**config.mk**
```make
export PLATFORM = sky130hd
export DESIGN_NAME = retire_trace_ctrl_flat
export DESIGN_NICKNAME = d
export VERILOG_FILES = /design/src/rtl/retire_trace_ctrl_if.sv /design/src/rtl/retire_trace_ctrl.sv /design/src/flat_wrapper.sv
export SDC_FILE = /design/constraint.sdc
export NUM_CORES = 1
export LEC_CHECK = 0
export ABC_CLOCK_PERIOD_IN_PS = 14880
export CORE_MARGIN = 1
export CORE_UTILIZATION = 30
export DETAILED_ROUTE_END_ITERATION = 8
export PLACE_DENSITY_LB_ADDON = 0.08
export SYNTH_ARGS = -nofsm -noshare
export SYNTH_HDL_FRONTEND = slang
export SYNTH_SLANG_ARGS = --single-unit
```
**constraint.sdc**
```tcl
create_clock -name clk -period 14.88 [get_ports clk]
set_input_delay 2.976 -clock clk [delete_from_list [all_inputs] [get_ports clk]]
set_output_delay 2.976 -clock clk [all_outputs]
set_load 0.01 [all_outputs]
```
**src/rtl/retire_trace_ctrl_if.sv**
```systemverilog
// Trace-record sink port: show-ahead record with valid/ready handshake.
// master drives the record, slave (trace sink) drives ready.
interface retire_trace_ctrl_if;
    logic        trc_vld;
    logic        trc_rdy;
    logic [31:0] trc_pc;
    logic        trc_wb_en;
    logic [4:0]  trc_wb_idx;
    logic [31:0] trc_wb_data;
    logic [31:0] trc_mcause;

    modport master (
        output trc_vld, trc_pc, trc_wb_en, trc_wb_idx, trc_wb_data, trc_mcause,
        input  trc_rdy
    );

    modport slave (
        input  trc_vld, trc_pc, trc_wb_en, trc_wb_idx, trc_wb_data, trc_mcause,
        output trc_rdy
    );
endinterface

```
**src/rtl/retire_trace_ctrl.sv**
```systemverilog
// Retire-trace scheduler: pairs each retired instruction with its GPR writeback,
// queues the records in a FIFO and drains them to a trace sink, counting drops.
module retire_trace_ctrl #(
    parameter int unsigned DEPTH  = 8,
    parameter int unsigned WB_LAG = 0,
    parameter int unsigned CNT_W  = 16
) (
    input  logic                     clk,
    input  logic                     rst,
    input  logic                     trace_en,
    input  logic                     retire,
    input  logic [31:0]              retire_pc,
    input  logic                     wb_gpr_en,
    input  logic [4:0]               wb_gpr_index,
    input  logic [31:0]              wb_gpr_data,
    input  logic [31:0]              mcause,
    retire_trace_ctrl_if.master      trc,
    output logic [$clog2(DEPTH):0]   fifo_cnt,
    output logic                     ovf,
    output logic [CNT_W-1:0]         ovf_cnt
);
    localparam int unsigned AW = $clog2(DEPTH);

    typedef enum logic {IDLE, HOLD} state_e;

    state_e            state_q, state_d;
    logic [31:0]       hold_pc_q, hold_pc_d;
    logic [31:0]       hold_mc_q, hold_mc_d;
    logic              cap, push, pop, wr_en, drop, full, empty;
    logic [101:0]      rec, head;
    logic [101:0]      mem_q [DEPTH];
    logic [AW:0]       wr_ptr_q, wr_ptr_d, rd_ptr_q, rd_ptr_d;
    logic              ovf_q, ovf_d;
    logic [CNT_W-1:0]  ovf_cnt_q, ovf_cnt_d;

    // Capture FSM; with WB_LAG=0 the record is pushed directly and the FSM idles.
    always_comb begin
        cap       = retire & trace_en;
        state_d   = state_q;
        hold_pc_d = hold_pc_q;
        hold_mc_d = hold_mc_q;
        push      = 1'b0;
        rec       = {retire_pc, wb_gpr_en, wb_gpr_index, wb_gpr_data, mcause};
        if (WB_LAG == 0) begin
            push = cap;
        end else begin
            case (state_q)
                IDLE: begin
                    if (cap) begin
                        hold_pc_d = retire_pc;
                        hold_mc_d = mcause;
                        state_d   = HOLD;
                    end
                end
                HOLD: begin
                    push = 1'b1;
                    rec  = {hold_pc_q, wb_gpr_en, wb_gpr_index, wb_gpr_data, hold_mc_q};
                    if (cap) begin
                        hold_pc_d = retire_pc;
                        hold_mc_d = mcause;
                    end else begin
                        state_d = IDLE;
                    end
                end
                default: state_d = IDLE;
            endcase
        end
    end

    always_ff @(posedge clk) begin
        if (rst) begin
            state_q   <= IDLE;
            hold_pc_q <= '0;
            hold_mc_q <= '0;
        end else begin
            state_q   <= state_d;
            hold_pc_q <= hold_pc_d;
            hold_mc_q <= hold_mc_d;
        end
    end

    assign empty = (wr_ptr_q == rd_ptr_q);
    assign full  = (wr_ptr_q[AW] != rd_ptr_q[AW]) && (wr_ptr_q[AW-1:0] == rd_ptr_q[AW-1:0]);
    assign pop   = !empty && trc.trc_rdy;
    // A pop frees the head slot in the same edge, so a full FIFO still accepts.
    assign wr_en = push && (!full || pop);
    assign drop  = push && full && !pop;

    always_comb begin
        wr_ptr_d  = wr_ptr_q;
        rd_ptr_d  = rd_ptr_q;
        ovf_d     = ovf_q;
        ovf_cnt_d = ovf_cnt_q;
        if (wr_en) wr_ptr_d = wr_ptr_q + (AW+1)'(1);
        if (pop)   rd_ptr_d = rd_ptr_q + (AW+1)'(1);
        if (drop) begin
            ovf_d = 1'b1;
            if (ovf_cnt_q != '1) ovf_cnt_d = ovf_cnt_q + CNT_W'(1);
        end
    end

    always_ff @(posedge clk) begin
        if (rst) begin
            wr_ptr_q  <= '0;
            rd_ptr_q  <= '0;
            ovf_q     <= 1'b0;
            ovf_cnt_q <= '0;
        end else begin
            wr_ptr_q  <= wr_ptr_d;
            rd_ptr_q  <= rd_ptr_d;
            ovf_q     <= ovf_d;
            ovf_cnt_q <= ovf_cnt_d;
        end
    end

    always_ff @(posedge clk) begin
        if (wr_en) mem_q[wr_ptr_q[AW-1:0]] <= rec;
    end

    assign head            = empty ? '0 : mem_q[rd_ptr_q[AW-1:0]];
    assign trc.trc_vld     = !empty;
    assign trc.trc_pc      = head[101:70];
    assign trc.trc_wb_en   = head[69];
    assign trc.trc_wb_idx  = head[68:64];
    assign trc.trc_wb_data = head[63:32];
    assign trc.trc_mcause  = head[31:0];

    assign fifo_cnt = wr_ptr_q - rd_ptr_q;
    assign ovf      = ovf_q;
    assign ovf_cnt  = ovf_cnt_q;
endmodule

```
**src/flat_wrapper.sv**
```systemverilog
// flat-port wrapper written by rule: the top's interface ports become plain ports
module retire_trace_ctrl_flat 
#(
    parameter int unsigned DEPTH  = 8,
    parameter int unsigned WB_LAG = 0,
    parameter int unsigned CNT_W  = 16
)
  (clk, rst, trace_en, retire, retire_pc, wb_gpr_en, wb_gpr_index, wb_gpr_data, mcause, fifo_cnt, ovf, ovf_cnt, trc_trc_vld, trc_trc_pc, trc_trc_wb_en, trc_trc_wb_idx, trc_trc_wb_data, trc_trc_mcause, trc_trc_rdy);
  retire_trace_ctrl_if trc_i ();
  input  logic clk;
  input  logic rst;
  input  logic trace_en;
  input  logic retire;
  input  logic [31:0] retire_pc;
  input  logic wb_gpr_en;
  input  logic [4:0] wb_gpr_index;
  input  logic [31:0] wb_gpr_data;
  input  logic [31:0] mcause;
  output logic [$clog2(DEPTH):0] fifo_cnt;
  output logic ovf;
  output logic [CNT_W-1:0] ovf_cnt;
  output wire logic [$bits(trc_i.trc_vld)-1:0] trc_trc_vld;
  output wire logic [$bits(trc_i.trc_pc)-1:0] trc_trc_pc;
  output wire logic [$bits(trc_i.trc_wb_en)-1:0] trc_trc_wb_en;
  output wire logic [$bits(trc_i.trc_wb_idx)-1:0] trc_trc_wb_idx;
  output wire logic [$bits(trc_i.trc_wb_data)-1:0] trc_trc_wb_data;
  output wire logic [$bits(trc_i.trc_mcause)-1:0] trc_trc_mcause;
  input wire logic [$bits(trc_i.trc_rdy)-1:0] trc_trc_rdy;
  assign trc_trc_vld = trc_i.trc_vld;
  assign trc_trc_pc = trc_i.trc_pc;
  assign trc_trc_wb_en = trc_i.trc_wb_en;
  assign trc_trc_wb_idx = trc_i.trc_wb_idx;
  assign trc_trc_wb_data = trc_i.trc_wb_data;
  assign trc_trc_mcause = trc_i.trc_mcause;
  assign trc_i.trc_rdy = trc_trc_rdy;
  retire_trace_ctrl #(.DEPTH(DEPTH), .WB_LAG(WB_LAG), .CNT_W(CNT_W)) u_core (.clk(clk), .rst(rst), .trace_en(trace_en), .retire(retire), .retire_pc(retire_pc), .wb_gpr_en(wb_gpr_en), .wb_gpr_index(wb_gpr_index), .wb_gpr_data(wb_gpr_data), .mcause(mcause), .trc(trc_i), .fifo_cnt(fifo_cnt), .ovf(ovf), .ovf_cnt(ovf_cnt));
endmodule
```
==> results.md <==
* Status: finished, final reports clean
* CTS Buf Count at 95
* Initial antenna violation count at 8
* Clk pin slew, worst setup/hold paths at ~0.06 ns
* H-tree depth at 3
* Clock Power Share at 0.396
* Share of the synthesized area in the top cell type at 0.7578
* Post-Syn Area at 32340 um^2
* FF+latch count, synth at 844
* Synth area leaders: edfxtp_1 (76%), mux4_2 (14%), mux2i_1 (3.2%)
* Sw Ratio at 0.2267
* Layout area overhead at 21.55%
* Wire per inst at 24.29 um
* DR vias/cell at 4.763
* Largest net degree at the start of global routing at 144
* Unique masters post-synth at 42
* Nets at between 1500 and 2000
* Peak Freq at between 100 and 150 MHz
* Overflow after GRT at 0
* Final period util at 0.5108
* Initial DRC count at 820
* GPL Wtd Cong at 0.7187
* Total wire length at 78570 um
* Filler instances at 9832
* Placed Instance Area at 36420 um^2
* Core area at 106900 um^2
* Reg2Reg Setup Slack at 11.11 ns
* Clock tree from TritonCTS: yes
* Synth Warn # at 0
* Cells after Synth at between 1000 and 1500
* Via Count at between 15000 and 20000
* Post-synth EDFFs at 816
* Root Driver: clkbuf_16
* Worst min-delay path class: reg -> reg
* Syn nets at between 1500 and 2000
* Clk Latency, worst-skew pair at 0.65 ns
* Input/output buffers at 230
* Pwr Density at 140.5 nW/um^2
* Row count at 120
* Net Switching at around 1300 uW
* Slew margin rel. at 0.2567
* Ys async rst share at 0
* Pin slew with the least headroom to its limit at 1.115 ns
* Clock skew at around 0.018 ns
* Die X-Extent at 330.3 um
* P_int at 4271 uW
* Final core area utilization at 0.3677
* Cts-stage hold buffer count at 0
* Fin area at just under 40000 um^2
* Die area at 109100 um^2
* Longest Clk Path Bufs at 3
* ANT nets after route at 0
* CP Data Required Time at 11.90 ns
* Gate power share at 0.124
* Worst setup SP type: register
* Max-slew violations at 0
* Initial Utilization at 0.3025
* RSZ-0062 raised after global routing: no
* CTS Sinks at 844
* Critical path fanouts, max at 43
* Endpoints failing hold at 0
* Drc violations at 0
* Register area share after synthesis at 0.7751
* Final Critical Period at 7.601 ns
* Setup crit end kind: primary output
* Power share of the sequential group at 0.480
* Pwr Total at 5524 uW
* Fraction of layout cells with a size suffix above 1 at 0.2036
* Leakage power at roughly 0.012 uW
* Number of setup buffers added after CTS at 0
* Hpwl dp at 39750 um
* Post_cts resized at 0
* # setup viols final at 0
* Post-synth top area cell: edfxtp_1
* Max-cap violations at 0
* # diodes at 0
* Worst VDD drop at 76.66 uV
* First-pass DRT Iterations at 5
* Vias in the first global route at 16593
* WS Path Type: reg -> out
* Global-route wire length before repair at ~110000 um
* Setup_tns at 0 ns
* Gr usage total at 0.1451
* Crit path DAT at 4.63 ns
* Die height at 330.3 um
* Average size of a mapped cell at around 22 um^2
* Prevailing post-synth register cell: edfxtp_1
* # IOs at 231
-- stage by stage --
step                instances  setup WS (ns)  hold WS (ns)
floorplan                1479         0.2549        0.5047
global placement         3067          7.713        0.4841
detailed placement       3067          7.755        0.5174
CTS                      3235          7.033        0.5257
global route             3235          6.856        0.5409
finish                   3235          7.279        0.5179
-- critical path: stages (launching register included) --
cell and delay, ns:
dfxtp_4 0.68, buf_4 0.84, buf_4 0.86, mux4_2 0.61, mux2i_1 0.30, nor2_1 0.07, clkdlybuf4s50_1 0.50
-- path summary, 6_finish.rpt --
kind / start / endpoint / cells past startpoint
worst min register to register: u_core.ovf / u_core.ovf / 2
worst max register to register: u_core.wr_ptr_q[0] / u_core.mem_q[2][92] / 7
worst min-delay path: u_core.ovf / u_core.ovf / 2
worst max-delay path: register / trc_trc_mcause[30] / 6
-- cell usage in the layout (no fill, tap or decap), types with 6 or more instances in the layout --
master / netlist / final
o31ai_1: 8 / 8
nand2_1: 12 / 12
clkdlybuf4s50_1: 0 / 230
edfxtp_1: 816 / 816
mux4_2: 204 / 204
a21oi_1: 12 / 12
mux2i_1: 104 / 104
clkbuf_16: 0 / 97
ha_1: 6 / 6
nand3_1: 9 / 9
clkinv_2: 0 / 14
clkinv_1: 0 / 20
nor2_1: 119 / 118
clkbuf_1: 41 / 28
or4_1: 9 / 9
dfxtp_1: 28 / 25
bufinv_16: 0 / 6
buf_4: 1 / 27
inv_1: 12 / 11
-- state kept, by name, summed over array words and instances, names as in the netlist, named ones only --
| register | cells |
|---|---|
| u_core.ovf | 1 |
| u_core.mem_q | 816 |
| u_core.ovf_cnt | 16 |
| u_core.rd_ptr_q | 4 |
| u_core.wr_ptr_q | 4 |
-- cell type report --
class	instances	area, um^2	share of cell area
Multi-Input combinational cell	547	6955	0.1770
Inverter	12	47.55	0.001210
Clock inverter	42	340.3	0.008659
Tap cell	1403	1755	0.04466
Clock buffer	126	2546	0.06478
Timing Repair Buffer	261	2585	0.06577
Sequential cell	844	25080	0.6380
-- kinds of logic (layout without fill, tap and decap cells) --
logic type | Yosys count | in the layout | share of synthesized area
xor+xnor | 10 | 10 | 0.002708
mux | 311 | 311 | 0.1753
fa+ha+maj | 7 | 7 | 0.002941
compound gates | 33 | 33 | 0.006578
simple gates | 186 | 186 | 0.02612
flops | 844 | 844 | 0.7751
buf+inv | 88 | 441 | 0.01122
-- synthesized netlist by cell type, types with 2 or more instances --
| master | n |
|---|---|
| nand4_1 | 4 |
| xnor2_1 | 5 |
| xor2_1 | 5 |
| buf_1 | 16 |
| dfxtp_1 | 28 |
| mux4_2 | 204 |
| edfxtp_1 | 816 |
| nand3_1 | 9 |
| mux2i_1 | 104 |
| or4_1 | 9 |
| and3_1 | 4 |
| nor2_1 | 119 |
| mux2_2 | 3 |
| o211ai_1 | 4 |
| o21ai_0 | 4 |
| nor2b_1 | 3 |
| ha_1 | 6 |
| nor4_1 | 7 |
| clkbuf_1 | 41 |
| inv_1 | 12 |
| nor3_1 | 6 |
| buf_2 | 17 |
| o31ai_1 | 8 |
| or2_2 | 2 |
| a21oi_1 | 12 |
| or3_1 | 4 |
| nand2_1 | 12 |
-- metal layers --
layer  vias up  wire (um)  global-route usage
li1       6708          -                   -
met1      8273      35590              0.1964
met2       298      37950              0.2364
met3       115       3526             0.03012
met4        14       1403             0.04077
met5         -         94                   0
-- power groups by stage --
stage	Sequential, uW	Clock, uW	Combinational [uW]
3_3_place_gp	2700	0	708
6_report	2650	2190	686
4_1_cts	2650	2260	711
5_1_grt	2650	2350	744
3_5_place_dp	2700	0	709
2_1_floorplan	2700	0	388
Power figures use the tool's default switching activity.
